--- src/rtl/csr_apb_pkg.sv ---
// Shared definitions for the CSR APB requester: register map, FSM encoding,
// legal control opcodes and small arithmetic helpers.
package csr_apb_pkg;

  // CSR register map as seen on the APB slave port
  localparam int unsigned REG_NUMBER = 5;
  localparam int unsigned REG_CTRL   = 0;
  localparam int unsigned REG_0      = 1;
  localparam int unsigned REG_1      = 2;
  localparam int unsigned REG_RES    = 3;
  localparam int unsigned REG_STATUS = 4;

  // APB requester phases
  typedef enum logic [1:0] {
    IDLE   = 2'd0,
    SETUP  = 2'd1,
    ACCESS = 2'd2
  } apb_state_e;

  // Opcodes the CSR block accepts in REG_CTRL bits [1:0]
  localparam logic [1:0] CTRL_OP_1 = 2'b01;
  localparam logic [1:0] CTRL_OP_2 = 2'b10;

  // True when a ctrl_op field holds one of the accepted opcodes
  function automatic logic is_legal_ctrl_op(input logic [1:0] op);
    return (op == CTRL_OP_1) || (op == CTRL_OP_2);
  endfunction

  // 8-bit increment that sticks at all-ones instead of wrapping
  function automatic logic [7:0] sat_inc8(input logic [7:0] v);
    if (v == 8'hFF) begin
      return 8'hFF;
    end else begin
      return v + 8'd1;
    end
  endfunction

endpackage

--- src/rtl/apb_wait_timer.sv ---
// Wait-state counter for the APB ACCESS phase. Cleared when a transfer
// starts, counts pready-low cycles, saturates at 255 and flags expiry once
// the count reaches TIMEOUT_CYCLES-1.
module apb_wait_timer
  import csr_apb_pkg::*;
#(
  parameter int unsigned TIMEOUT_CYCLES = 16
) (
  input  logic clk,
  input  logic rst,
  input  logic clr_i,
  input  logic en_i,
  output logic expired_o
);

  localparam logic [7:0] LIMIT = 8'(TIMEOUT_CYCLES - 1);

  logic [7:0] count_q;
  logic [7:0] count_d;

  // Clear has priority over counting
  always_comb begin
    count_d = count_q;
    if (clr_i) begin
      count_d = 8'd0;
    end else if (en_i) begin
      count_d = sat_inc8(count_q);
    end else begin
      count_d = count_q;
    end
  end

  d_ff_async_en #(.WIDTH(8), .RESET_VAL(8'd0)) u_count_reg (
    .clk (clk),
    .rst (rst),
    .en  (clr_i | en_i),
    .d   (count_d),
    .q   (count_q)
  );

  assign expired_o = (count_q >= LIMIT);

endmodule

--- src/rtl/d_ff_async_en.sv ---
// Generic register with asynchronous active-high reset and load enable.
module d_ff_async_en #(
  parameter int unsigned           WIDTH     = 1,
  parameter logic [WIDTH-1:0]      RESET_VAL = {WIDTH{1'b0}}
) (
  input  logic             clk,
  input  logic             rst,
  input  logic             en,
  input  logic [WIDTH-1:0] d,
  output logic [WIDTH-1:0] q
);

  // Load d when enabled; reset forces the reset value immediately
  always_ff @(posedge clk or posedge rst) begin
    if (rst) begin
      q <= RESET_VAL;
    end else if (en) begin
      q <= d;
    end
  end

endmodule

--- src/rtl/apb_csr_master.sv ---
// APB requester for the CSR register file. Takes one read/write command at a
// time over valid/ready, runs SETUP then ACCESS, and returns a one-cycle
// response carrying read data, slave error and timeout status.
module apb_csr_master
  import csr_apb_pkg::*;
#(
  parameter int unsigned ADDR_WIDTH     = 3,
  parameter int unsigned DATA_WIDTH     = 32,
  parameter int unsigned TIMEOUT_CYCLES = 16
) (
  input  logic                  clk,
  input  logic                  rst,
  input  logic                  cmd_valid,
  output logic                  cmd_ready,
  input  logic                  cmd_write,
  input  logic [ADDR_WIDTH-1:0] cmd_addr,
  input  logic [DATA_WIDTH-1:0] cmd_wdata,
  output logic                  rsp_valid,
  output logic [DATA_WIDTH-1:0] rsp_rdata,
  output logic                  rsp_err,
  output logic                  rsp_timeout,
  output logic                  busy,
  output logic                  psel,
  output logic                  penable,
  output logic                  pwrite,
  output logic [ADDR_WIDTH-1:0] paddr,
  output logic [DATA_WIDTH-1:0] pwdata,
  input  logic                  pready,
  input  logic [DATA_WIDTH-1:0] prdata,
  input  logic                  pslverr
);

  localparam int unsigned CMD_W = 1 + ADDR_WIDTH + DATA_WIDTH;
  localparam int unsigned RSP_W = 2 + DATA_WIDTH;

  apb_state_e state_q;
  apb_state_e state_d;
  logic [1:0] state_raw_q;

  logic       accept_s;
  logic       done_s;
  logic       abort_s;
  logic       expired_s;

  // cmd_ready, busy, penable, psel
  logic [3:0] ctrl_d;
  logic [3:0] ctrl_q;

  logic [CMD_W-1:0] cmd_q;

  logic                  rsp_valid_q;
  logic [RSP_W-1:0]      rsp_d;
  logic [RSP_W-1:0]      rsp_q;
  logic                  rsp_err_d;
  logic                  rsp_timeout_d;
  logic [DATA_WIDTH-1:0] rsp_rdata_d;

  assign state_q = apb_state_e'(state_raw_q);

  // Next-state decode; completion wins over timeout in the same cycle
  always_comb begin
    state_d  = state_q;
    accept_s = 1'b0;
    done_s   = 1'b0;
    abort_s  = 1'b0;
    case (state_q)
      IDLE: begin
        if (cmd_valid) begin
          accept_s = 1'b1;
          state_d  = SETUP;
        end else begin
          state_d  = IDLE;
        end
      end
      SETUP: begin
        state_d = ACCESS;
      end
      ACCESS: begin
        if (pready) begin
          done_s  = 1'b1;
          state_d = IDLE;
        end else if (expired_s) begin
          abort_s = 1'b1;
          state_d = IDLE;
        end else begin
          state_d = ACCESS;
        end
      end
      default: begin
        state_d = IDLE;
      end
    endcase
  end

  // Bus/handshake outputs are registered from the next state
  always_comb begin
    ctrl_d    = 4'b1000;
    ctrl_d[0] = (state_d != IDLE);
    ctrl_d[1] = (state_d == ACCESS);
    ctrl_d[2] = (state_d != IDLE);
    ctrl_d[3] = (state_d == IDLE);
  end

  // Response payload: read data only for a clean read, error on slave error or abort
  always_comb begin
    rsp_err_d     = 1'b0;
    rsp_timeout_d = 1'b0;
    rsp_rdata_d   = {DATA_WIDTH{1'b0}};
    if (done_s) begin
      rsp_err_d = pslverr;
      if (!pwrite && !pslverr) begin
        rsp_rdata_d = prdata;
      end else begin
        rsp_rdata_d = {DATA_WIDTH{1'b0}};
      end
    end else if (abort_s) begin
      rsp_err_d     = 1'b1;
      rsp_timeout_d = 1'b1;
    end else begin
      rsp_err_d     = 1'b0;
      rsp_timeout_d = 1'b0;
    end
    rsp_d = {rsp_timeout_d, rsp_err_d, rsp_rdata_d};
  end

  d_ff_async_en #(.WIDTH(2), .RESET_VAL(2'd0)) u_state_reg (
    .clk (clk),
    .rst (rst),
    .en  (1'b1),
    .d   (state_d),
    .q   (state_raw_q)
  );

  d_ff_async_en #(.WIDTH(4), .RESET_VAL(4'b1000)) u_ctrl_reg (
    .clk (clk),
    .rst (rst),
    .en  (1'b1),
    .d   (ctrl_d),
    .q   (ctrl_q)
  );

  d_ff_async_en #(.WIDTH(CMD_W), .RESET_VAL({CMD_W{1'b0}})) u_cmd_reg (
    .clk (clk),
    .rst (rst),
    .en  (accept_s),
    .d   ({cmd_write, cmd_addr, cmd_wdata}),
    .q   (cmd_q)
  );

  d_ff_async_en #(.WIDTH(1), .RESET_VAL(1'b0)) u_rsp_valid_reg (
    .clk (clk),
    .rst (rst),
    .en  (1'b1),
    .d   (done_s | abort_s),
    .q   (rsp_valid_q)
  );

  d_ff_async_en #(.WIDTH(RSP_W), .RESET_VAL({RSP_W{1'b0}})) u_rsp_reg (
    .clk (clk),
    .rst (rst),
    .en  (done_s | abort_s),
    .d   (rsp_d),
    .q   (rsp_q)
  );

  apb_wait_timer #(.TIMEOUT_CYCLES(TIMEOUT_CYCLES)) u_wait_timer (
    .clk       (clk),
    .rst       (rst),
    .clr_i     (accept_s),
    .en_i      ((state_q == ACCESS) && !pready),
    .expired_o (expired_s)
  );

  assign psel      = ctrl_q[0];
  assign penable   = ctrl_q[1];
  assign busy      = ctrl_q[2];
  assign cmd_ready = ctrl_q[3];

  assign {pwrite, paddr, pwdata} = cmd_q;

  assign rsp_valid                        = rsp_valid_q;
  assign {rsp_timeout, rsp_err, rsp_rdata} = rsp_q;

endmodule

--- config.mk ---
export PLATFORM = sky130hd
export DESIGN_NAME = apb_csr_master
export DESIGN_NICKNAME = d
export VERILOG_FILES = /design/src/rtl/csr_apb_pkg.sv /design/src/rtl/apb_wait_timer.sv /design/src/rtl/d_ff_async_en.sv /design/src/rtl/apb_csr_master.sv
export SDC_FILE = /design/constraint.sdc
export NUM_CORES = 1
export LEC_CHECK = 0
export ABC_CLOCK_PERIOD_IN_PS = 3260
export CAP_MARGIN = 15
export CORE_ASPECT_RATIO = 0.75
export CORE_MARGIN = 4
export CORE_UTILIZATION = 55
export CTS_CLUSTER_DIAMETER = 200
export DETAILED_ROUTE_END_ITERATION = 16
export DONT_BUFFER_PORTS = 1
export PLACE_DENSITY = 0.81
export SYNTH_ARGS = -nofsm -noshare
export SYNTH_HDL_FRONTEND = slang
export SYNTH_SLANG_ARGS = --single-unit
--- constraint.sdc ---
create_clock -name clk -period 3.26 [get_ports clk]
set_input_delay 0.815 -clock clk [delete_from_list [all_inputs] [get_ports clk]]
set_output_delay 0.815 -clock clk [all_outputs]
set_load 0.01 [all_outputs]
======== After elaboration in Yosys (flattened, before gate mapping) ========
Cells that the tools add are included.
Widths: inputs -> output; s select.
operators by class
  $add $sub $neg .......................... 1
  $lt $le $gt $ge ......................... 1
  equality and inequality tests ........... 4
  mux-type cells .......................... 19
  bitwise operators ....................... 2
  reductions and logical operators ........ 10
operators by type and width
  kind                 count
  $mux 32              2
  $mux 8               3
  $mux 1               11
  $add 8x1->8 const B  1
  $eq 8x8->1 const B   1
  $ge 8x4->1 const B   1
  $pmux 2 s3           1
  $eq 2x2->1 const B   2
  $logic_not 2->1      2
  $mux 2               2
  $reduce_bool 2->1    2
  $logic_not 1->1      3
  $eq 2x1->1 const B   1
  $logic_and 1x1->1    2
  $or 1x1->1           2
  $reduce_and 2->1     1
word-level totals
  flip-flop bits (word level) ............. 85
  input bits .............................. 73
  output and inout bits ................... 75
  word-level logic and storage cells ...... 43

======== Logic depth before layout (Yosys ltp) ========
Gate-level depths: netlist (run 1).
  depth in word-level cells ............... 6
  gate-level depth with buffers ........... 6
  gate-level depth less buffers ........... 4

======== Hierarchy ========
A second synthesis (run 1) with hierarchy kept.
unflattened totals
  cells, all modules ...................... 318
  area, all modules ....................... 4,327.9 sq um
modules (own cells, without submodules)
  module                                    instances  cells each  area an instance (sq um)  sequential area each (sq um)
  d_ff_async_en (u_cmd_reg)                 1          77          1,493.9                   900.9
  d_ff_async_en (u_rsp_reg)                 1          73          1,421.4                   850.8
  apb_csr_master                            1          93          551.8                     0.0
  d_ff_async_en (u_wait_timer.u_count_reg)  1          18          335.3                     200.2
  apb_wait_timer                            1          40          255.2                     0.0
  d_ff_async_en (u_ctrl_reg)                1          9           150.1                     101.3
  d_ff_async_en (u_state_reg)               1          5           76.3                      50.0
  d_ff_async_en (u_rsp_valid_reg)           1          3           43.8                      25.0

======== Least setup slack after synthesis (run 1) ========
Ideal clock, no wire load.
  kind .................................... input port to flip-flop
  start point ............................. in cmd_valid
  end point ............................... reg u_wait_timer.u_count_reg.q[2]
  setup time .............................. 136 ps
  arrival time ............................ 1,834 ps
  required time ........................... 3,124 ps
  path slack .............................. 1,290 ps
  stages .................................. 5
  buffers on the path ..................... 2
  path through ............................ or3b_2 -> clkbuf_1 -> inv_1 -> clkbuf_1 -> nor3_1
between the ends
  word-level cells in the longest chain between the ends .. 4
  elaborated cells on any way between the ends .. 6
  classes of those cells .................. 3 x mux; 1 x bitwise; 2 x reduce/logical
RTL lines
  what                                                                     RTL line              source
  start: declaration                                                       apb_csr_master.sv:13  input logic cmd_valid,
  $mux 1 (*)                                                               apb_csr_master.sv:68  if (cmd_valid) begin
  $mux 1 (*)                                                               apb_csr_master.sv:66  case (state_q)
  $reduce_bool 2->1 (no source line) / $or 1x1->1 (equally long branches)  --
  $reduce_and 2->1 (no source line)                                        --
  end signal: assignment                                                   d_ff_async_en.sv:16   q <= RESET_VAL;
  end signal: assignment                                                   d_ff_async_en.sv:18   q <= d;
  end: declaration                                                         d_ff_async_en.sv:10   output logic [WIDTH-1:0] q
Mark *: on every way between the ends. The rest lies on a longest branch, timed or not.
A chain may end at the register's enable or synchronous reset.

======== Worst setup path in the final report (run 1) ========
  start point ............................. reg u_wait_timer.u_count_reg.q[6]
  end point ............................... reg u_rsp_reg.q[21]
between the ends
  word-level cells in the longest chain between the ends .. 5
RTL lines
  what                    RTL line               source
  $ge 8x4->1              apb_wait_timer.sv:41   assign expired_o = (count_q >= LIMIT);
  $mux 1                  apb_csr_master.sv:82   end else if (expired_s) begin
  $mux 1                  apb_csr_master.sv:79   if (pready) begin
  $mux 1                  apb_csr_master.sv:66
  $or 1x1->1              apb_csr_master.sv:161  .en (done_s | abort_s),
  end signal: assignment  d_ff_async_en.sv:16
  end signal: assignment  d_ff_async_en.sv:18
  end: declaration        d_ff_async_en.sv:10
Every way passes these cells.

==> results of run 1 <==
==> flip-flops by register name, summed over array words and instances (netlist names) <==
name / cells
u_cmd_reg.q: 36
u_wait_timer.u_count_reg.q: 8
u_rsp_reg.q: 34
u_state_reg.q: 2
u_ctrl_reg.q: 3
u_rsp_valid_reg.q: 1
==> metal layers <==
layer	GRT usage	vias to the layer above	share of wire
met1	0.2517	1009	0.41
met3	0.09790	4	0.12
met2	0.2941	123	0.47
li1	-	1020	-
met4	0.06912	0	0.0044
met5	0	-	0
==> through the flow <==
| stage | area [um2] | utilization | instances |
|---|---|---|---|
| after CTS | 3582 | 0.6118 | 384 |
| after global routing | 3582 | 0.6118 | 384 |
| after detailed placement | 3385 | 0.5780 | 368 |
| after global placement | 3385 | 0.5780 | 368 |
| after floorplan | 3329 | - | 302 |
| final | 3582 | 0.6118 | 384 |
==> worst max-delay path, cell delays in order, from the launching register on <==
cell     delay [ps]
dfrtp_1         460
or4_4           600
o31ai_4         180
buf_4           350
a22o_2          210
==> kinds of logic after synthesis <==
family,after synthesis
and+or+nand+nor,140
buffers and inverters,23
adders and majority gates,1
DFF,84
muxes,1
AOI/OAI and AO/OA,53
==> cells in the mapped netlist (2+ instances only) <==
| cell | instances |
|---|---|
| nor3_1 | 2 |
| inv_1 | 5 |
| clkbuf_1 | 9 |
| nand2b_1 | 2 |
| a22oi_1 | 2 |
| buf_6 | 3 |
| a211oi_1 | 2 |
| buf_2 | 3 |
| and3_1 | 3 |
| nand3_1 | 3 |
| nor2_1 | 3 |
| a22o_2 | 32 |
| dfrtp_1 | 83 |
| nand2_1 | 113 |
| dlygate4sd1_1 | 2 |
| a21oi_1 | 6 |
| nand4_1 | 2 |
| or3b_2 | 2 |
| o21ai_0 | 4 |
==> power by group <==
group	internal, mW	switching, mW
registers	1.50	0.557
clock network	0.342	0.352
logic	0.356	0.389
total	2.19	1.30
==> cell type report <==
type,instances,area (um2),area share
sequential,84,2103,0.5871
multi-input combinational,195,1106,0.3088
clock buffer,12,165.2,0.04611
tap,78,97.59,0.02724
timing repair buffer,6,57.56,0.01607
clock inverter,4,32.53,0.009081
inverter,5,20.02,0.005589
==> path summary, 6_finish.rpt <==
kind | startpoint | to | cells past startpoint
min | rst | u_cmd_reg.q[29] | 2
max reg2reg | u_wait_timer.u_count_reg.q[6] | u_rsp_reg.q[21] | 4
max in group asynchronous | rst | u_ctrl_reg.q[3] | 2
max | u_wait_timer.u_count_reg.q[6] | u_rsp_reg.q[21] | 4
min reg2reg | u_wait_timer.u_count_reg.q[0] | u_wait_timer.u_count_reg.q[0] | 1
min in group clk | u_wait_timer.u_count_reg.q[0] | u_wait_timer.u_count_reg.q[0] | 1
==> flow_summary.toml, run 1 <==
[global_routing]
grt_pass1_wl_um = 11250
grt_remaining_overflow = 0
first_global_vias = 2160
antenna_found_initial = 0
grt_max_degree = 85
groute.usage.overall = 0.1964

[drt]
via_count = 2156
drt-wirelength-per-cell_um = 18.47
drt_pass1_iterations = 4
drt_iter0_drc = 65
drc = 0
antenna_left = 0
vias_per_cell = 5.615
drt_wl_total_um = 7094

[floorplan]
rows = 24
core-area_um2 = 5856
start_util = 0.5686
ios = 148
dieArea_um2 = 7375
die_h_um = 75.38
die_w_um = 97.84

[clock_network]
cts_setup_buffers = 0
ctsRootBufferMaster = "clkbuf_8"
clk_latency_ps = 340
cts_tree = "built"
clock-sinks = 84
cts_resized = 0
numCtsBuffers = 9
cts.clk_slew.worst_paths_ps = 80
cts_buffer_depth = 2
h-tree-depth = 3
cts_hold_buf = 0

[worst_setup_path]
cp_max_fo = 34
crit_arrival_ps = 2160
criticalPathCategory = "flop to flop"
critical_path.startpoint_type = "flop"
crit_required_ps = 3530
endpoint_kind = "flop"
rrSetupSlack_ps = 1370

[yosys]
synthTopCellsByArea = "dfrtp_1, nand2_1, a22o_2, clkbuf_1, buf_6"
synth-simple-area-share = 0.1804
synth-compound-area-share = 0.1432
synth_top_family_by_area = "simple AND/OR/NAND/NOR gates"
yosysTopAreaCell = "dfrtp_1"
synth-async-reset-ratio = 1.000
syn-num-nets = 376
synthXorXnorAreaFrac = 0
ys_types = 40
synth_enable_flop_cells = 0
yosys-mux-area-fraction = 0.003006
synth_ff_type = "dfrtp_1"
postSynthCellCount = 302
yosysWarningCount = 0
syn-cell-area_um2 = 3329
ys_ff_latch = 84
avgSynthCellArea_um2 = 11.02
synth_top_area_frac = 0.6238
synth_fa_ha_area_frac = 0.003758
synth_seq_area_share = 0.6317

[timing]
fin_crit_sh = 0.5785
worst_slew_pin_slew_ps = 420.2
hold_viol = 0
whs_ps = 439.9
slew-limit-headroom = 0.7199
period_minus_slack_ps = 1886
tns_ps = 0
fin_ws_ps = 1374
setup_violations = 0
fmax_ghz = 0.5302
finalClockSkew_ps = 8.702
maxSlewViolCount = 0
rsz0062_at_grt = "false"

[finish]
drive_gt1_frac = 0.2092
final.fill_count = 482
synthToLayoutAreaGrowth_pct = 7.591
final_common_cell = "nand2_1"
layout.nets = 375
num_antenna_cells = 0
layout_common_cells = "nand2_1, dfrtp_1, a22o_2"

[power_and_ir_drop]
vdd_drop_max_uv = 462.5
power.density_nw_per_um2 = 974.5
total_leakage_power_nw = 1.804
p_total_mw = 3.491

[placement]
dp_slack_ps = 1168
placement.io_buffers = 0
gp_congestion = 0.8060
dp_hpwl_um = 4936

[hold_path]
hold_class = "input port to async pin"

[job]
cap_violations = 0

[status]
status = "finished clean"
Note: power is estimated with default switching activity, not from simulation.
==> run 2, diff against run 1 <==
--- a/config.mk
+++ b/config.mk
@@ -5,7 +5,7 @@
 export SDC_FILE = /design/constraint.sdc
 export NUM_CORES = 1
 export LEC_CHECK = 0
-export ABC_CLOCK_PERIOD_IN_PS = 3260
+export ABC_CLOCK_PERIOD_IN_PS = 1600
 export CAP_MARGIN = 15
 export CORE_ASPECT_RATIO = 0.75
 export CORE_MARGIN = 4
@@ -13,7 +13,7 @@
 export CTS_CLUSTER_DIAMETER = 200
 export DETAILED_ROUTE_END_ITERATION = 16
 export DONT_BUFFER_PORTS = 1
-export PLACE_DENSITY = 0.81
+export PLACE_DENSITY = 0.84
 export SYNTH_ARGS = -nofsm -noshare
 export SYNTH_HDL_FRONTEND = slang
 export SYNTH_SLANG_ARGS = --single-unit
==> constraint.sdc (replaced) <==
create_clock -name clk -period 1.6 [get_ports clk]
set_input_delay 0.4 -clock clk [delete_from_list [all_inputs] [get_ports clk]]
set_output_delay 0.4 -clock clk [all_outputs]
set_load 0.01 [all_outputs]
==> run 2 against run 1 <==
Against the previous run: the flow now finishes with violations (setup timing); worst hold slack got worse by 280 ps; sequential share of layout area decreased by 2.8 points; clock-buffer cell count unchanged.
==> flow_summary.toml, run 2 (synthesized netlist as in run 1, its figures left out) <==
[timing]
hold_viol = 0
fin_crit_sh = 1.022
maxSlewViolCount = 0
slew-limit-headroom = 0.7314
fin_ws_ps = -34.92
finalClockSkew_ps = 5.014
rsz0062_at_grt = "true"
period_minus_slack_ps = 1635
tns_ps = -604.6
fmax_ghz = 0.6116
worst_slew_pin_slew_ps = 402.9
setup_violations = 31

[power_and_ir_drop]
vdd_drop_max_uv = 911.9
p_total_mw = 7.363
total_leakage_power_nw = 1.893
power.density_nw_per_um2 = 1957

[worst_setup_path]
crit_chain = "or4_4, o31ai_4, buf_12, a22o_2"
critical_path.slowest_cell = "or4_4"
crit_required_ps = 1870
critical_path.startpoint_type = "flop"
crit_arrival_ps = 1910
endpoint_kind = "flop"
criticalPathCategory = "flop to flop"
cp_max_fo = 34
crit_path_max_incr_delay_ps = 560

[floorplan]
core-area_um2 = 5856
start_util = 0.5686
die_w_um = 97.84
rows = 24
ios = 148
dieArea_um2 = 7375
die_h_um = 75.38

[drt]
met1_length_um = 2899
drt_iter0_drc = 89
dr_wl_met2_um = 3217
antenna_left = 0
via_count = 2227
drc = 0
drt-wirelength-per-cell_um = 17.85
dr.max_layer_used = "met4"
drt_wl_total_um = 7050
drt_pass1_iterations = 4
met3_length_um = 845
vias_per_cell = 5.638

[finish]
top_register = "u_cmd_reg.q"
layout_common_cells = "nand2_1, dfrtp_1, a22o_2"
synthToLayoutAreaGrowth_pct = 13.00
drive_gt1_frac = 0.2366
layout.nets = 386
reg_top3 = "u_cmd_reg.q (36), u_rsp_reg.q (34), u_wait_timer.u_count_reg.q (8)"
final_common_cell = "nand2_1"
design_area_um2 = 3762
largest_reg_flops = 36
final_util = 0.6425
num_antenna_cells = 0

[clock_network]
numCtsBuffers = 9
h-tree-depth = 3
clock-sinks = 84
clk_latency_ps = 330
ctsRootBufferMaster = "clkbuf_8"
cts.clk_slew.worst_paths_ps = 80
cts_tree = "built"
cts_buffer_depth = 2

[global_routing]
grt_remaining_overflow = 0
antenna_found_initial = 0
grt_pass1_wl_um = 11070
grt_max_degree = 51
groute.usage.overall = 0.1923
first_global_vias = 2193

[placement]
gp_congestion = 0.8536
dp_hpwl_um = 5063
postPlaceCellArea_um2 = 3538
placement.io_buffers = 0

[status]
status = "complete, but fails checks"
violations = "setup timing"

[hold_path]
hold_class = "input port to flop"

[job]
cap_violations = 0
run 2: per-stage QoR:
stage	worst slack, ps	hold WS [ps]	std cells
global placement	25.55	369.2	378
finish	-34.92	156.9	395
global route	-77.37	130.9	395
detailed placement	-14.76	371.5	378
floorplan	-83.48	491.8	302
CTS	-34.12	136.5	395
run 2: report_power, final:
part | internal (mW) | switching (mW) | total, mW
combinational | 0.902 | 0.842 | 1.74
clock | 0.697 | 0.730 | 1.43
sequential | 3.05 | 1.14 | 4.19
total | 4.65 | 2.72 | 7.36
run 2: path summary, 6_finish.rpt:
check	slack, ps	start	cells after the start	to
min in group asynchronous	620	rst	3	u_cmd_reg.q[20]
max in group asynchronous	620	rst	3	u_rsp_reg.q[0]
worst max register to register	-30	u_wait_timer.u_count_reg.q[6]	4	u_rsp_reg.q[14]
worst min-delay path	160	pready	1	u_rsp_reg.q[32]
worst max-delay path	-30	u_wait_timer.u_count_reg.q[6]	4	u_rsp_reg.q[14]
worst min register to register	550	u_cmd_reg.q[10]	2	u_cmd_reg.q[10]
run 2: worst max-delay path, delay by kind of cell, from the launching register on:
family          cells  cell delay (ps)
buf+inv             1              220
flops               1              390
simple gates        1              560
compound gates      2              390
run 2: layout make-up:
cell class	count	area, um2
fillers	431	2093
well taps	78	97.59
flip-flops and latches	84	2103
inverters	5	22.52
multi-input cells	195	1159
clock inverters	4	31.28
repair buffers	17	183.9
clock buffers	12	165.2
run 2: metal layers:
| metal | track usage | vias up |
|---|---|---|
| met1 | 0.2515 | 1053 |
| met5 | 0 | - |
| li1 | - | 1041 |
| met4 | 0.06912 | 0 |
| met2 | 0.2821 | 127 |
| met3 | 0.09424 | 6 |
run 2: what timing repair did:
action / CTS / global route
resized for setup: 0 / 3
hold endpoints to repair: 42 / 0
buffers inserted: 0 / 0
hold buffers: 1 / 0
setup endpoints to repair: 31 / 35
==> run 3, diff against run 2 <==
--- a/config.mk
+++ b/config.mk
@@ -11,6 +11,7 @@
 export CORE_MARGIN = 4
 export CORE_UTILIZATION = 55
 export CTS_CLUSTER_DIAMETER = 200
+export CTS_CLUSTER_SIZE = 25
 export DETAILED_ROUTE_END_ITERATION = 16
 export DONT_BUFFER_PORTS = 1
 export PLACE_DENSITY = 0.84
==> constraint.sdc (replaced) <==
create_clock -name clk -period 1.6 [get_ports clk]
set_input_delay 0.4 -clock clk [delete_from_list [all_inputs] [get_ports clk]]
set_output_delay 0.4 -clock clk [all_outputs]
set_load 0.1 [all_outputs]
==> run 3 against run 2 <==
Against the previous run: the run still ends with setup timing left; first-iteration DRC count rose by 65%; register-to-register slack barely moved; global-route usage rose by 2.9 points; flip-flop and latch count did not move; via count rose by 13%; sequential share of layout area fell by 6.9 points; setup slack got worse by 3.5 ps; core utilization rose by 9.2 points; cell count rose by 18%; die area did not move.
==> flow_summary.toml, run 3 (synthesized netlist as in run 1, its figures left out) <==
[worst_setup_path]
cp_max_fo = 34
endpoint_kind = "flop"
critical_path.startpoint_type = "flop"
crit_required_ps = 1890
path_delay_family = "simple AND/OR/NAND/NOR gates"
crit_path_max_incr_delay_ps = 560
crit_arrival_ps = 1930
critical_path.slowest_cell = "or4_4"
crit_chain = "or4_4, o31ai_4, buf_12, a22o_2"
rrSetupSlack_ps = -40
criticalPathCategory = "flop to flop"
crit_buf_inv = 1

[timing]
fin_ws_ps = -38.45
finalClockSkew_ps = 14.91
worst_slew_pin_slew_ps = 428.7
maxSlewViolCount = 0
fmax_ghz = 0.6103
tns_ps = -871.2
hold_viol = 0
fin_crit_sh = 1.024
setup_violations = 33
slew-limit-headroom = 0.7142
period_minus_slack_ps = 1638
rsz0062_at_grt = "true"

[floorplan]
ios = 148
die_h_um = 75.38
rows = 24
start_util = 0.5686
die_w_um = 97.84
dieArea_um2 = 7375
core-area_um2 = 5856

[global_routing]
groute.usage.overall = 0.2214
grt_remaining_overflow = 0
antenna_found_initial = 0
grt_max_degree = 85
first_global_vias = 2413
grt_pass1_wl_um = 12590

[clock_network]
ctsRootBufferMaster = "clkbuf_8"
numCtsBuffers = 9
cts_tree = "built"
h-tree-depth = 3
clk_latency_ps = 350
clock-sinks = 84
cts_setup_buffers = 0
cts_hold_buf = 0
cts.clk_slew.worst_paths_ps = 90
cts_buffer_depth = 2

[finish]
final.fill_count = 405
final-instance-count-excl-fill = 468
num_antenna_cells = 0
final_util = 0.7346
final_common_cell = "nand2_1"
reg_top3 = "u_cmd_reg.q (36), u_rsp_reg.q (34), u_wait_timer.u_count_reg.q (8)"
layout_common_cells = "nand2_1, buf_4, dfrtp_1"
synthToLayoutAreaGrowth_pct = 29.20
top_register = "u_cmd_reg.q"
largest_reg_flops = 36
drive_gt1_frac = 0.3846
layout.nets = 459

[status]
status = "complete, but fails checks"
violations = "setup timing"

[placement]
place_inst = 452
placement.io_buffers = 0
gp_congestion = 0.8789
dp_hpwl_um = 5949

[drt]
drc = 0
antenna_left = 0
drt_pass1_iterations = 5
drt_wl_total_um = 8122
drt_iter0_drc = 147
vias_per_cell = 5.393
via_count = 2524
drt-wirelength-per-cell_um = 17.35

[job]
cap_violations = 0

[hold_path]
hold_class = "input port to async pin"
## run 3: cell types whose count changed in the layout (fill, tap and decap cells not counted), moves of 2 or more
cell,change
clkbuf_8,-3
a22o_2,+4
dfrtp_1,-2
buf_4,+74
dfrtp_2,+2
clkinvlp_4,-2
a22o_4,-4
## run 3: timing repair
action	CTS	global route
endpoints found under the setup margin	34	40
cloned	0	0
endpoints found under the hold margin	0	0
gates resized for setup	1	3
## run 3: routing by layer
metal,track usage,wire length (um)
met5,0,0
met4,0.08141,96
met3,0.08509,793
met2,0.3544,3879
met1,0.2810,3353
## run 3: final timing paths
check | startpoint | endpoint | cells past startpoint
worst max register to register | u_wait_timer.u_count_reg.q[6] | u_rsp_reg.q[4] | 4
worst max-delay path | u_wait_timer.u_count_reg.q[6] | u_rsp_reg.q[4] | 4
worst min register to register | u_cmd_reg.q[13] | u_cmd_reg.q[13] | 2
worst min-delay path | rst | u_cmd_reg.q[20] | 2
max in group asynchronous | rst | u_ctrl_reg.q[2] | 2
min in group clk | pready | u_rsp_reg.q[32] | 1
## run 3: layout make-up
cell class | count | area (um2) | area share
inverter | 5 | 22.52 | 0.005236
clock buffer | 9 | 123.9 | 0.02880
tap | 78 | 97.59 | 0.02269
sequential | 84 | 2110 | 0.4904
clock inverter | 7 | 85.08 | 0.01978
multi-input combinational | 195 | 1125 | 0.2615
timing repair buffer | 90 | 738.2 | 0.1716
## run 3: per-stage QoR
stage	area [um2]	setup WS, ps	hold WS, ps
floorplan	3342	-82.70	491.8
global placement	4079	25.34	428.4
detailed placement	4079	-17.19	437.8
CTS	4292	-36.80	50.88
global route	4302	-98.07	55.02
finish	4302	-38.45	40.87
Power of run 3 is left out: the tool's default activity adds up to more than one toggle a clock period on the data nets, which glitch-free logic cannot reach.
